File: src/rtl/piso_pkg.sv
// Shared types and helpers for the parallel-in/serial-out serializer.
// The helpers take MAX_W-wide operands, so callers zero-extend their words to MAX_W first.
package piso_pkg;

  localparam int MAX_W = 64;

  typedef enum logic [1:0] {
    ST_IDLE = 2'd0,
    ST_DATA = 2'd1,
    ST_PAR  = 2'd2
  } state_t;

  // Zero-extension leaves the XOR of the real data bits unchanged.
  function automatic logic even_parity(input logic [MAX_W-1:0] w);
    return ^w;
  endfunction

  // Returns the bit sent at position pos, counting from the first bit on the line.
  function automatic logic bit_at(input logic [MAX_W-1:0] w, input int unsigned width,
                                  input logic msb, input int unsigned pos);
    logic [MAX_W-1:0] sh;
    sh = w >> (msb ? (width - 32'd1 - pos) : pos);
    return sh[0];
  endfunction

endpackage

File: src/rtl/piso_hold_reg.sv
// One-entry holding buffer: a second word waits here while the shifter is busy.
module piso_hold_reg #(
  parameter int WIDTH = 8
) (
  input  logic             i_clk,
  input  logic             i_reset,
  input  logic             i_wr_en,
  input  logic [WIDTH-1:0] i_wr_data,
  input  logic             i_wr_msb,
  input  logic             i_rd_en,
  output logic             o_full,
  output logic [WIDTH-1:0] o_rd_data,
  output logic             o_rd_msb
);

  logic             r_full;
  logic [WIDTH-1:0] r_data;
  logic             r_msb;

  // When a read and a write coincide, the new word replaces the one being read and the entry stays full.
  always_ff @(posedge i_clk or posedge i_reset) begin
    if (i_reset) begin
      r_full <= 1'b0;
      r_data <= '0;
      r_msb  <= 1'b0;
    end else if (i_wr_en) begin
      r_full <= 1'b1;
      r_data <= i_wr_data;
      r_msb  <= i_wr_msb;
    end else if (i_rd_en) begin
      r_full <= 1'b0;
    end
  end

  assign o_full    = r_full;
  assign o_rd_data = r_data;
  assign o_rd_msb  = r_msb;

endmodule

File: src/rtl/piso_serializer.sv
// Parallel-in/serial-out serializer with a valid/ready load port and a one-word holding buffer.
// Words can follow each other with no gap, each with its own bit order and an optional even-parity bit.
module piso_serializer
  import piso_pkg::*;
#(
  parameter int WIDTH     = 8,
  parameter int PARITY_EN = 0
) (
  input  logic             clk,
  input  logic             reset,
  input  logic             load_valid,
  output logic             load_ready,
  input  logic [WIDTH-1:0] data,
  input  logic             msb_first,
  input  logic             shift_en,
  output logic             ser_out,
  output logic             ser_valid,
  output logic             busy,
  output logic             done
);

  localparam int CW = $clog2(WIDTH);

  state_t           r_state;
  logic [CW-1:0]    r_cnt;
  logic [WIDTH-1:0] r_word;
  logic             r_msb;
  logic             r_ser_out;
  logic             r_ser_valid;
  logic             r_done;

  logic             w_full;
  logic [WIDTH-1:0] w_hold_data;
  logic             w_hold_msb;
  logic             w_accept;
  logic             w_consume;
  logic             w_data_last;
  logic             w_last;
  logic             w_load;
  logic             w_hold_wr;
  logic             w_hold_rd;
  logic [WIDTH-1:0] w_src_data;
  logic             w_src_msb;
  logic             w_first_bit;
  logic             w_next_bit;
  logic             w_parity;
  state_t           w_nx_state;
  logic [CW-1:0]    w_nx_cnt;
  logic [WIDTH-1:0] w_nx_word;
  logic             w_nx_msb;
  logic             w_nx_out;
  logic             w_nx_valid;

  piso_hold_reg #(.WIDTH(WIDTH)) u_hold (
    .i_clk     (clk),
    .i_reset   (reset),
    .i_wr_en   (w_hold_wr),
    .i_wr_data (data),
    .i_wr_msb  (msb_first),
    .i_rd_en   (w_hold_rd),
    .o_full    (w_full),
    .o_rd_data (w_hold_data),
    .o_rd_msb  (w_hold_msb)
  );

  // A word enters the shifter from the holding buffer if it is full, otherwise straight from the port.
  always_comb begin
    w_accept    = load_valid && !w_full;
    w_consume   = r_ser_valid && shift_en;
    w_data_last = w_consume && (r_state == ST_DATA) && (r_cnt == CW'(WIDTH - 1));
    w_last      = (w_data_last && (PARITY_EN == 0)) || (w_consume && (r_state == ST_PAR));
    w_load      = (w_accept && (r_state == ST_IDLE)) || (w_last && (w_full || w_accept));
    w_hold_rd   = w_last && w_full;
    w_hold_wr   = w_accept && !w_load;
    w_src_data  = w_full ? w_hold_data : data;
    w_src_msb   = w_full ? w_hold_msb : msb_first;
    w_first_bit = bit_at(MAX_W'(w_src_data), 32'(WIDTH), w_src_msb, 32'd0);
    w_next_bit  = bit_at(MAX_W'(r_word), 32'(WIDTH), r_msb, 32'(r_cnt) + 32'd1);
    w_parity    = even_parity(MAX_W'(r_word));
  end

  // Next shifter state: load a new word, end the current one, or step to the next bit.
  always_comb begin
    w_nx_state = r_state;
    w_nx_cnt   = r_cnt;
    w_nx_word  = r_word;
    w_nx_msb   = r_msb;
    w_nx_out   = r_ser_out;
    w_nx_valid = r_ser_valid;
    if (w_load) begin
      w_nx_state = ST_DATA;
      w_nx_cnt   = '0;
      w_nx_word  = w_src_data;
      w_nx_msb   = w_src_msb;
      w_nx_out   = w_first_bit;
      w_nx_valid = 1'b1;
    end else if (w_last) begin
      w_nx_state = ST_IDLE;
      w_nx_cnt   = '0;
      w_nx_out   = 1'b0;
      w_nx_valid = 1'b0;
    end else if (w_consume && (r_state == ST_DATA)) begin
      if (w_data_last) begin
        w_nx_state = ST_PAR;
        w_nx_cnt   = '0;
        w_nx_out   = w_parity;
      end else begin
        w_nx_cnt = r_cnt + CW'(1);
        w_nx_out = w_next_bit;
      end
    end else begin
      w_nx_state = r_state;
    end
  end

  // State and output registers; reset aborts any word in flight.
  always_ff @(posedge clk or posedge reset) begin
    if (reset) begin
      r_state     <= ST_IDLE;
      r_cnt       <= '0;
      r_word      <= '0;
      r_msb       <= 1'b0;
      r_ser_out   <= 1'b0;
      r_ser_valid <= 1'b0;
      r_done      <= 1'b0;
    end else begin
      r_state     <= w_nx_state;
      r_cnt       <= w_nx_cnt;
      r_word      <= w_nx_word;
      r_msb       <= w_nx_msb;
      r_ser_out   <= w_nx_out;
      r_ser_valid <= w_nx_valid;
      r_done      <= w_last;
    end
  end

  assign load_ready = !w_full;
  assign ser_out    = r_ser_out;
  assign ser_valid  = r_ser_valid;
  assign busy       = (r_state != ST_IDLE) || w_full;
  assign done       = r_done;

endmodule

File: config.mk
export PLATFORM = sky130hd
export DESIGN_NAME = piso_serializer
export DESIGN_NICKNAME = d
export VERILOG_FILES = /design/src/rtl/piso_pkg.sv /design/src/rtl/piso_hold_reg.sv /design/src/rtl/piso_serializer.sv
export SDC_FILE = /design/constraint.sdc
export NUM_CORES = 1
export LEC_CHECK = 0
export BUFFER_PORTS_ARGS = -buffer_cell sky130_fd_sc_hd__buf_2
export CORE_MARGIN = 4
export CORE_UTILIZATION = 51
export DETAILED_ROUTE_END_ITERATION = 10
export PLACE_DENSITY = 0.81
export SLEW_MARGIN = 20
export SYNTH_ARGS = -nofsm -noshare
export SYNTH_HDL_FRONTEND = slang
export SYNTH_HIERARCHICAL = 1
export SYNTH_SLANG_ARGS = --single-unit
File: constraint.sdc
create_clock -name clk -period 1.8 [get_ports clk]
set_clock_uncertainty 0.05 [all_clocks]
set_input_delay 0.09 -clock clk [delete_from_list [all_inputs] [get_ports clk]]
set_output_delay 0.09 -clock clk [all_outputs]
set_load 0.005 [all_outputs]
### Yosys cells after proc, flatten, opt, wreduce, memory -nomap -nowiden

Index checks and enable logic that the tools add are counted.

| storage, ports and cells | value |
|---|---|
| register bits | 27 |
| bits in latches | 0 |
| RAM bits | 0 |
| bits in read-only memories | 0 |
| logic and storage cells | 61 |
| memories kept | 0 |

| cells by class | value |
|---|---|
| add/subtract/negate cells | 3 |
| multipliers | 0 |
| div/mod/pow operators | 0 |
| magnitude comparators | 0 |
| eq/ne operators | 3 |
| shifts and indexed selects | 2 |
| muxes and demuxes | 20 |
| bitwise logic cells | 0 |
| reductions and logical operators | 23 |

Operators by type and width:

| kind | number |
|---|---|
| XOR reduction 64 bit | 1 |
| two-way mux 32 bit | 1 |
| >> shifter 8 x 32 -> 1 bit | 1 |
| two-way mux 3 bit | 5 |
| logical AND 1 bit | 9 |
| two-way mux 1 bit | 9 |
| two-way mux 2 bit | 4 |
| two-way mux 8 bit | 1 |
| >> shifter 8 x 3 -> 1 bit | 1 |
| nonzero test 2 bit | 3 |
| nonzero test 3 bit | 2 |
| subtractor 3 x 4 -> 5 bit, first input constant | 1 |
| adder 3 x 1 -> 4 bit, second input constant | 1 |
| logical OR 1 bit | 4 |
| adder 3 x 1 -> 3 bit, second input constant | 1 |
| equality test 3 bit, second input constant | 1 |
| equality test 2 x 1 -> 1 bit, second input constant | 1 |
| equality test 2 bit, second input constant | 1 |
| logical NOT 1 bit | 2 |
| logical NOT 2 bit | 1 |
| AND reduction 2 bit | 1 |

### Logic depth before layout (Yosys ltp)

Gate-level depths: netlist of run 1.

| depth | value |
|---|---|
| word-level depth | 9 |
| depth in mapped cells | 8 |
| mapped depth without buffers | 8 |

### Hierarchy

Netlist of run 1, hierarchy kept.

By module, submodules not included:

| module | instances | cells each | area each (um2) | sequential area each (um2) |
|---|---|---|---|---|
| piso_serializer | 1 | 107 | 1118.6 | 425.4 |
| piso_hold_reg | 1 | 23 | 412.9 | 250.2 |

### Worst setup path before layout of run 1

OpenSTA, ideal clock, no wires.

| timing path | value |
|---|---|
| path type | register -> register |
| start | register r_cnt[1] |
| end | register u_hold.r_data[0], in the netlist u_hold/o_rd_data[0] |
| setup time | 0.125 ns |
| data arrival time | 1.815 ns |
| slack | -0.190 ns |
| stages on the path, launching flop included | 9 |
| buffers on the path | 1 |
| cells stage by stage | dfrtp_1 > ha_1 > ha_1 > nand3b_1 > a21oi_4 > a21oi_1 > and3_1 > buf_6 > mux2_4 |

| between the ends | value |
|---|---|
| cells in the longest elaborated chain, start to end | 7 |

RTL lines:

| item | RTL line | source |
|---|---|---|
| start: declaration | piso_serializer.sv:25 | `logic [CW-1:0] r_cnt;` |
| start signal: assignment | piso_serializer.sv:128 | `r_cnt <= w_nx_cnt;` |
| equality test 3 bit | piso_serializer.sv:70 | `w_data_last = w_consume && (r_state == ST_DATA) && (r_cnt == CW'(WIDTH - 1));` |
| logical AND 1 bit | piso_serializer.sv:70 |  |
| logical OR 1 bit | piso_serializer.sv:71 | `w_last = (w_data_last && (PARITY_EN == 0)) \|\| (w_consume && (r_state == ST_PAR));` |
| net w_last | piso_serializer.sv:38 | `logic w_last;` |
| logical AND 1 bit | piso_serializer.sv:72 | `w_load = (w_accept && (r_state == ST_IDLE)) \|\| (w_last && (w_full \|\| w_accept));` |
| logical OR 1 bit | piso_serializer.sv:72 |  |
| logical NOT 1 bit | piso_serializer.sv:74 | `w_hold_wr = w_accept && !w_load;` |
| logical AND 1 bit | piso_serializer.sv:74 |  |
| net w_hold_wr | piso_serializer.sv:40 | `logic w_hold_wr;` |
| end signal: assignment | piso_hold_reg.sv:28 | `r_data <= i_wr_data;` |
| end: declaration | piso_hold_reg.sv:17 | `logic [WIDTH-1:0] r_data;` |

The timed path passes the listed nets, and every way through them passes these cells.
A chain may end at the register's enable or synchronous reset.

### Worst setup path after layout of run 1

| timing path | value |
|---|---|
| start | register r_cnt[1] |
| end | register u_hold.r_data[7], in the netlist u_hold/o_rd_data[7] |

Same word-level chain as after synthesis.

==> results of run 1 <==
-- routing by layer --
| metal | track usage [%] | wire [um] |
|---|---|---|
| met2 | 30.9 | 1990 |
| met3 | 3.24 | 118 |
| met4 | 8.54 | 63 |
| met5 | 0 | 0 |
| met1 | 20.3 | 1450 |
-- what timing repair did --
item	4_1_cts	5_1_grt
gates resized for setup	5	10
endpoints found under the setup margin	21	21
hold buffers	10	0
buffers inserted	0	3
pin swaps	3	7
hold endpoints to repair	36	0
cloned	1	1
-- cells by family after synthesis --
group / share of synthesized area, %
xor+xnor: 1.14
compound gates: 9.48
fa+ha+maj: 1.63
buf+inv: 5.47
flops: 44.1
simple gates: 12.9
mux: 25.2
-- stage by stage --
| stage | setup TNS, ns | util (%) |
|---|---|---|
| after global placement | -0.801 | 61.3 |
| after CTS | -1.99 | 67.2 |
| after floorplan | -0.873 | - |
| after detailed placement | -2.20 | 61.3 |
| final | -2.56 | 70.3 |
| after global routing | -3.21 | 70.3 |
-- report_power, final --
group          leakage (nW)  total, W  switching, W  internal, W
sequential            0.342  0.000743     0.0000572     0.000686
combinational         0.597  0.000320      0.000104     0.000216
clock                0.0177  0.000265      0.000181    0.0000835
-- sequential cells by signal, summed over array words and instances (netlist names) --
signal	count
ser_out	1
u_hold/o_full	1
u_hold/o_rd_msb	1
r_cnt	3
r_msb	1
done	1
r_word	8
r_state	2
ser_valid	1
u_hold/o_rd_data	8
-- worst min-delay path, delay by kind of cell --
family	cells	cell delay [ns]
AO/OA/AOI/OAI	2	0.22
buffers and inverters	1	0.15
-- cells in the final DEF, fill, tap and decap left out, types with 2 or more instances in the layout --
cell,count
nor3_2,2
inv_1,6
nand2b_1,2
mux2_4,9
a21oi_1,4
nand4b_1,2
inv_2,2
nor3_1,3
dlygate4sd3_1,10
nand2_4,2
nand2_1,2
dfrtp_1,27
buf_4,12
buf_2,17
nand4_1,3
mux2_2,17
a31oi_1,2
nor2b_1,2
nor2_1,4
buf_6,3
mux2i_1,6
clkbuf_4,3
a21o_1,2
nand3b_1,2
-- layout make-up --
cell class / instances / share of cell area (%)
clock buffer: 3 / 1.14
clock inverter: 1 / 0.254
inverter: 8 / 1.52
multi-input combinational: 88 / 42.9
sequential: 27 / 34.3
tap: 31 / 1.97
timing repair buffer: 44 / 18.0
-- synthesized netlist by cell type --
cell type  number  share of area, %
nand3b_1        2              0.98
o31a_1          1              0.57
nand4b_1        2               1.1
or3_1           2              0.82
buf_4           1              0.49
buf_2           3              0.98
a41oi_2         1               1.1
o21ai_2         1              0.57
nand2_1         3              0.74
mux2_4          9               8.8
nor3_1          5               1.6
a22oi_1         1              0.49
o21ai_0         1              0.33
clkbuf_1        1              0.24
o211ai_1        1              0.49
and2_0          1              0.41
nor2b_1         2              0.82
and3_1          1              0.41
mux2_2         17                12
nor3b_1         1              0.49
nand2b_1        2              0.82
clkbuf_2        1              0.33
and3b_1         1              0.57
xnor2_1         1              0.57
a21o_2          1              0.57
a21oi_4         1               1.1
xor2_1          1              0.57
buf_6           2               1.5
ha_1            2               1.6
nand4_1         3               1.2
o21ai_1         1              0.33
mux2i_1         6               3.9
o221ai_1        1              0.57
a31oi_1         2              0.82
nand2_4         1              0.74
or3b_2          1              0.57
nor2_1          4              0.98
a21o_1          2              0.98
a21oi_1         5               1.6
dfrtp_1        27                44
or3b_1          1              0.57
inv_1           8               2.0
-- worst min path at each step --
stage / from / end / slack [ns] / cells after the start
6_report: load_valid / r_state[0] / 0.10 / 3
5_1_grt: load_valid / r_state[0] / 0.09 / 3
4_1_cts: load_valid / r_state[0] / 0.08 / 3
3_5_place_dp: reset / u_hold/o_rd_data[4] / 0.06 / 2
3_3_place_gp: reset / u_hold/o_rd_data[4] / 0.03 / 2
2_1_floorplan: reset / u_hold/o_full / -0.12 / 1
==> summary.md, run 1 <==
| Metric | Value |
|---|---|
| Status | `finished with violations` |
| Failing checks | `setup timing` |
| Final Power | `between 0.001 and 0.0015 W` |
| Gpl congestion | `~0.83` |
| Mean post-synth cell area | `between 10 and 15 um^2` |
| Crit path depth | `8` |
| Post-route clock period utilization | `109%` |
| Critical path's top delay family | `flip-flops` |
| Worst path slowest cell | `dfrtp_1` |
| Routed vias | `1171` |
| Leakage | `0.958 nW` |
| Number of buffers created by CTS | `3` |
| Initial Util | `54.6%` |
| Row Count | `19` |
| H-tree depth | `1` |
| Worst r2r path cells | `8` |
| Unrepaired setup endpoints after global routing | `yes` |
| GRT overflow | `0` |
| Post-Layout Inst Area | `0.00197 mm^2` |
| R2R Setup Slk | `-0.17 ns` |
| Synth unique cells | `42` |
| Area of the multi-input gates | `846 um^2` |
| Mapped Area | `0.00153 mm^2` |
| Die ar. | `just under 0.004 mm^2` |
| Drt wl/cell | `17.9 um` |
| Crit path time final | `1.97 ns` |
| Placed Area | `between 0.0015 and 0.002 mm^2` |
| Core ar. | `0.00281 mm^2` |
| Max cap viols | `0` |
| First-pass GRT wire length | `5.49 mm` |
| Hold Slack | `between 0.1 and 0.15 ns` |
| Yosys reg bits | `27` |
| Crit path to | `u_hold/o_rd_data[7]` |
| Critical Path Sink Type | `flop` |
| Fin cells | `202` |
| WP data arrival | `2.15 ns` |
| TritonCTS clock tree | `yes` |
| Vias in the first global route | `about 1200` |
| Via density | `5.80` |
| DP Cell Count | `183` |
| Initial antenna violation count | `0` |
| Filler cells | `186` |
| Antenna Cells | `0` |
| Setup WS pre-CTS | `-0.135 ns` |
| Max Clk Rate | `about 0.51 GHz` |
| Antenna-violating nets left | `0` |
| Largest net degree at the start of global routing | `18` |
| Clk root buf | `clkbuf_4` |
| Cell count after synthesis | `between 100 and 150` |
| Area Growth Syn to Fin | `28.8%` |
| DR iter-0 viols | `73` |
| HP Class | `input pin to flop` |
| Sequential area share after synthesis | `approximately 44%` |
| Global Route Usage Sum | `17.5%` |
| Crit-path max cell delay | `0.43 ns` |
| Worst-Skew Late Latency | `0.33 ns` |
| Max FO, Critical Path | `5` |
| Final slew viol count | `0` |
| Nets | `around 190` |
| Die X | `62.8 um` |
| Fin. Hold Viols | `0` |
| Layout cells sized above 1 | `a little under half` |
| IO Pins | `18` |
| Drt total wl | `~3.6 mm` |
| Syn Nets | `approximately 150` |
| Slew @ Worst Pin | `between 0.6 and 0.7 ns` |
| Final setup fails | `20` |
| DP Wirelength | `around 2.3 mm` |
| Element type at the critical path start | `flop` |
| Ys Warns | `6` |
| Peak VDD IR | `~0.00062 V` |
| Kind of critical path | `flop to flop` |
| Clock sink count | `27` |
| Critical Path RT | `1.98 ns` |
| Buf+Inv Stages, Crit Path | `1` |
| DRC errors left | `0` |
| Worst-path clk slew | `roughly 0.14 ns` |
| Crit path launch | `r_cnt[1]` |
| Critical path cell sequence | `ha_2 > ha_4 > nand3b_1 > a21oi_4 > a21oi_2 > and3_4 > clkbuf_16 > mux2_4` |
| Power Dens Cells | `~670 mW/mm^2` |
| Setup ws final | `-0.166 ns` |
| CTS Buffer Depth | `2` |
| Worst slew margin | `a little over half` |
| Die Y-Extent | `about 63 um` |
| R2r endpoint | `u_hold/o_rd_data[7]` |
| First drt pass iteration count | `4` |
| R2r startpoint | `r_cnt[1]` |
| Port bufs | `17` |
| FF+latch area | `about 680 um^2` |
Note: power is estimated with default switching activity, not from simulation.
==> inputs of run 2 (changes only) <==
Settings changed: CORE_UTILIZATION 51 to 60, PLACE_DENSITY 0.81 to 0.89.
Clock period 1.8 ns to 2.5 ns, I/O delays scaled along.
==> summary.md, run 2 (synthesis gave the netlist of run 1 again) <==
| Metric | Value |
|---|---|
| Worst-Skew Late Latency | `between 0.3 and 0.4 ns` |
| Row Count | `18` |
| Area Growth Syn to Fin | `14.2%` |
| Die ar. | `0.00342 mm^2` |
| Largest net degree at the start of global routing | `19` |
| Worst path slowest cell | `dfrtp_1` |
| GRT overflow | `0` |
| Crit path depth | `8` |
| Critical path's top delay family | `flip-flops` |
| DR WL met2 | `~1.7 mm` |
| CTS Hold Bufs | `9` |
| Total negative slack | `0 ns` |
| Crit-path max cell delay | `~0.42 ns` |
| DP Wirelength | `around 2.2 mm` |
| Via density | `around 5.9` |
| Most frequent cells in the layout | `dfrtp_1 (27), mux2_2 (17), buf_2 (17)` |
| Unrepaired setup endpoints after global routing | `no` |
| CTS Buffer Depth | `2` |
| Hold Slack | `0.0428 ns` |
| Max FO, Critical Path | `10` |
| Critical path cell sequence | `ha_1 > ha_1 > nand3b_1 > a21oi_4 > a21oi_1 > and3_1 > buf_4 > mux2_4` |
| IO Pins | `18` |
| Clk root buf | `clkbuf_4` |
| Element type at the critical path start | `flop` |
| Die Y-Extent | `a little under 60 um` |
| NetSw | `roughly 0.00025 W` |
| DR iter-0 viols | `27` |
| Setup ws final | `0.253 ns` |
| Antenna Cells | `0` |
| Final slew viol count | `0` |
| Final setup fails | `0` |
| Die X | `around 60 um` |
| Leakage | `just under 0.9 nW` |
| DRC errors left | `0` |
| HP Class | `input pin to flop` |
| Initial Util | `roughly 62%` |
| Commonest non-fill, non-tap cell in the layout | `dfrtp_1` |
| Drt wl/cell | `between 15 and 20 um` |
| TritonCTS clock tree | `yes` |
| Internal power | `slightly above 0.0007 W` |
| Global Route Usage Sum | `a little over a fifth` |
| Core ar. | `roughly 0.0025 mm^2` |
| Peak VDD IR | `~0.00053 V` |
| Max cap viols | `0` |
| Max Clk Rate | `between 0.4 and 0.5 GHz` |
| Clock sink count | `27` |
| Worst path most repeated cell | `ha_1` |
| Critical Path Sink Type | `flop` |
| DP Cell Count | `between 150 and 200` |
| Kind of critical path | `flop to flop` |
| PostCTS Resize Cnt | `0` |
| Buf+Inv Stages, Crit Path | `1` |
| Net Sw Frac | `25.9%` |
| H-tree depth | `1` |
| Critical Path RT | `2.68 ns` |
| Number of buffers created by CTS | `3` |
| Nets | `about 170` |
| Seq pwr share | `approximately 56%` |
| Metal1 wirelength | `between 1 and 1.5 mm` |
| Fin. Hold Viols | `0` |
| Top sig layer | `met4` |
| Status | `finished clean` |
| Slew @ Worst Pin | `0.636 ns` |
| Drt total wl | `~3.2 mm` |
| Worst-path clk slew | `around 0.14 ns` |
| Gate power share | `23.5%` |
| Met3 routed wirelength | `approximately 160 um` |
| Final Power | `approximately 0.00095 W` |
| Antenna-violating nets left | `0` |
| Power Dens Cells | `545 mW/mm^2` |
| Vias in the first global route | `~1100` |
| Fin cells | `186` |
| Routed vias | `around 1100` |
| Worst r2r path cells | `8` |
| Postcts setup bufs | `0` |
| Clock share of power | `roughly a fifth` |
| Port bufs | `17` |
| Hold Path Stages | `3` |
| Layout cells sized above 1 | `around a third` |
| First drt pass iteration count | `4` |
| WP data arrival | `approximately 2.4 ns` |
| Crit path time final | `2.25 ns` |
| First-pass GRT wire length | `approximately 5.4 mm` |
| Worst slew margin | `between 50% and 60%` |
| Filler cells | `~190` |
| Post-route clock period utilization | `89.9%` |
| Setup WS pre-CTS | `approximately 0.33 ns` |
| Initial antenna violation count | `0` |
| Gpl congestion | `around 0.86` |
[run 2: through the flow]
stage,area (um^2),utilization [%]
3_3_place_gp,1620,66.1
4_1_cts,1740,70.8
2_1_floorplan,1530,-
6_report,1750,71.3
3_5_place_dp,1620,66.1
5_1_grt,1750,71.3
[run 2: worst paths after layout]
path	endpoint	from	slack [ns]
max	u_hold/o_rd_data[6]	r_cnt[1]	0.25
min	done	shift_en	0.04
max reg2reg	u_hold/o_rd_data[6]	r_cnt[1]	0.25
min reg2reg	ser_valid	ser_valid	0.49
max in group asynchronous	r_state[1]	reset	1.63
min in group asynchronous	u_hold/o_rd_data[5]	reset	0.24
[run 2: area by class of cell]
type	count	area, um^2	area share [%]
clock buffer	4	26.3	1.50
inverter	8	30.0	1.72
multi-input combinational	87	772	44.1
sequential	27	676	38.6
tap	30	37.5	2.15
timing repair buffer	30	208	11.9
[run 2: worst register-to-register path: cells and delay by family (launching register included)]
kind                       cells  cell delay (ns)
and+or+nand+nor                2             0.34
muxes                          1             0.33
DFF                            1             0.42
adders and majority gates      2             0.36
buffers and inverters          1             0.23
AOI/OAI and AO/OA              2             0.41
[run 2: routing by layer]
metal / vias up / global-route usage, %
met2: 30 / 37.5
met1: 534 / 24.7
met5: - / 0
met4: 0 / 9.27
li1: 519 / -
met3: 9 / 3.51
[run 2: power groups by stage]
stage          combinational [W]  sequential [W]  clock (W)
5_1_grt                 0.000239        0.000543   0.000211
2_1_floorplan           0.000165        0.000528          0
3_5_place_dp            0.000212        0.000540          0
3_3_place_gp            0.000200        0.000536          0
6_report                0.000224        0.000537   0.000192
4_1_cts                 0.000221        0.000535   0.000198
==> inputs of run 3 (changes only) <==
Clock period 2.5 ns to 2.8 ns, I/O delays scaled along.
==> summary.md, run 3 (synthesis gave the netlist of run 1 again) <==
| Metric | Value |
|---|---|
| R2r startpoint | `r_cnt[0]` |
| IO Pins | `18` |
| NetSw | `between 0.0002 and 0.00025 W` |
| Post-route clock period utilization | `~85%` |
| Postcts setup bufs | `0` |
| Die Y-Extent | `just under 60 um` |
| Clk root buf | `clkbuf_4` |
| Antenna-violating nets left | `0` |
| Slew @ Worst Pin | `0.662 ns` |
| Number of buffers created by CTS | `3` |
| Critical path cell sequence | `ha_1 > ha_1 > nand3b_1 > a21oi_4 > a21oi_1 > and3_1 > buf_4 > mux2_4` |
| Row Count | `18` |
| First-pass GRT wire length | `roughly 5.1 mm` |
| Max FO, Critical Path | `11` |
| Peak VDD IR | `a little over 0.0004 V` |
| DP Wirelength | `approximately 2.1 mm` |
| DRC errors left | `0` |
| Via density | `between 5 and 6` |
| Crit-path max cell delay | `about 0.52 ns` |
| Routed vias | `around 1100` |
| Seq pwr share | `a little under three fifths` |
| Final core utilization | `between 60% and 70%` |
| Min-delay src | `data[2]` |
| WP data arrival | `around 2.5 ns` |
| R2r endpoint | `u_hold/o_rd_data[2]` |
| Core ar. | `approximately 0.0025 mm^2` |
| Initial Util | `62.4%` |
| Unrepaired setup endpoints after global routing | `no` |
| Total negative slack | `0 ns` |
| Worst slew margin | `55.8%` |
| Antenna Cells | `0` |
| Worst r2r path cells | `8` |
| Most frequent cells in the layout | `dfrtp_1 (27), mux2_2 (17), buf_2 (17)` |
| Worst-path clk slew | `between 0.1 and 0.15 ns` |
| Nets | `approximately 170` |
| Kind of critical path | `flop to flop` |
| H-tree depth | `1` |
| Die ar. | `between 0.003 and 0.004 mm^2` |
| Top Usage Layer GRT | `met2` |
| Worst path slowest cell | `dfrtp_1` |
| Largest net degree at the start of global routing | `19` |
| Hold endpoint | `u_hold/o_rd_data[2]` |
| Met1 usage | `about a quarter` |
| Die X | `a little under 60 um` |
| Critical Path RT | `2.97 ns` |
| HP Class | `input pin to flop` |
| Status | `finished clean` |
| Drt wl/cell | `around 16 um` |
| DR iter-0 viols | `25` |
| First drt pass iteration count | `4` |
| Max cap viols | `0` |
| Final setup fails | `0` |
| Worst-Skew Late Latency | `~0.32 ns` |
| Max Clk Rate | `0.420 GHz` |
| Power Dens Cells | `493 mW/mm^2` |
| Port bufs | `17` |
| Area Growth Syn to Fin | `11.5%` |
| Leakage | `roughly 0.85 nW` |
| Final slew viol count | `0` |
| Initial antenna violation count | `0` |
| PostCTS Resize Cnt | `0` |
| R2R Setup Slk | `0.42 ns` |
| Layout cells sized above 1 | `~36%` |
| TritonCTS clock tree | `yes` |
| Drt total wl | `about 2.9 mm` |
| Internal power | `around 0.00062 W` |
| Vias in the first global route | `around 1100` |
| Fin. Hold Viols | `0` |
| Global Route Usage Sum | `between 10% and 20%` |
| Gpl congestion | `0.829` |
| Net Sw Frac | `between 20% and 30%` |
| GRT overflow | `0` |
| Worst path most repeated cell | `ha_1` |
| Crit path time final | `around 2.4 ns` |
| Clock sink count | `27` |
| Grt met2 use | `between 30 and 40%` |
| Gate power share | `about 22%` |
| CTS Buffer Depth | `2` |
| Commonest non-fill, non-tap cell in the layout | `dfrtp_1` |
| Element type at the critical path start | `flop` |
| Clock share of power | `just over 20%` |
| Critical Path Sink Type | `flop` |
| Grt met3 use | `under 10%` |
| Hold Path Stages | `2` |
run 3: worst max path at each step:
stage	startpoint	end	slack (ns)	cells after the start
final	r_cnt[0]	u_hold/o_rd_data[2]	0.42	8
after detailed placement	r_cnt[0]	u_hold/o_rd_data[7]	0.44	8
after floorplan	r_cnt[1]	u_hold/o_rd_data[0]	0.81	8
after CTS	r_cnt[0]	u_hold/o_rd_data[2]	0.42	8
after global routing	r_cnt[0]	u_hold/o_rd_data[2]	0.27	8
after global placement	r_cnt[0]	u_hold/o_rd_data[3]	0.55	8
run 3: cell type report:
type / count / area (um^2)
Fill cell: 182 / 747
Multi-Input combinational cell: 87 / 772
Sequential cell: 27 / 676
Clock buffer: 3 / 22.5
Tap cell: 30 / 37.5
Inverter: 8 / 30.0
Timing Repair Buffer: 25 / 163
Clock inverter: 1 / 7.51
run 3: per-layer routing:
layer	share of wire, %	routed length (um)
met3	3.2	94
met4	3.2	94
met2	53	1530
met1	41	1190
met5	0	0
run 3: timing repair:
item / 4_1_cts / 5_1_grt
hold buffers: 7 / 0
hold endpoints to repair: 33 / 0
setup endpoints to repair: 0 / 0
run 3: power groups by stage:
stage | logic (W) | clock network (W) | registers (W)
2_1_floorplan | 0.000147 | 0 | 0.000472
3_3_place_gp | 0.000171 | 0 | 0.000484
3_5_place_dp | 0.000183 | 0 | 0.000487
4_1_cts | 0.000188 | 0.000180 | 0.000483
5_1_grt | 0.000203 | 0.000194 | 0.000489
6_report | 0.000187 | 0.000171 | 0.000484
run 3: critical path, delay by kind of cell (launching register included):
| kind | cells | cell delay (ns) |
|---|---|---|
| and+or+nand+nor | 2 | 0.35 |
| AOI/OAI and AO/OA | 2 | 0.39 |
| DFF | 1 | 0.52 |
| adders and majority gates | 2 | 0.44 |
| muxes | 1 | 0.32 |
| buffers and inverters | 1 | 0.22 |
run 3: through the flow:
| step | area (um^2) | cells | hold slack [ns] | power (W) | setup WS [ns] |
|---|---|---|---|---|---|
| floorplan | 1530 | 130 | -0.0698 | 0.000619 | 0.810 |
| global placement | 1610 | 170 | 0.0751 | 0.000655 | 0.553 |
| detailed placement | 1610 | 170 | 0.0979 | 0.000669 | 0.435 |
| CTS | 1710 | 181 | 0.00426 | 0.000851 | 0.424 |
| global route | 1710 | 181 | 0.00923 | 0.000886 | 0.271 |
| finish | 1710 | 181 | 0.0213 | 0.000842 | 0.422 |
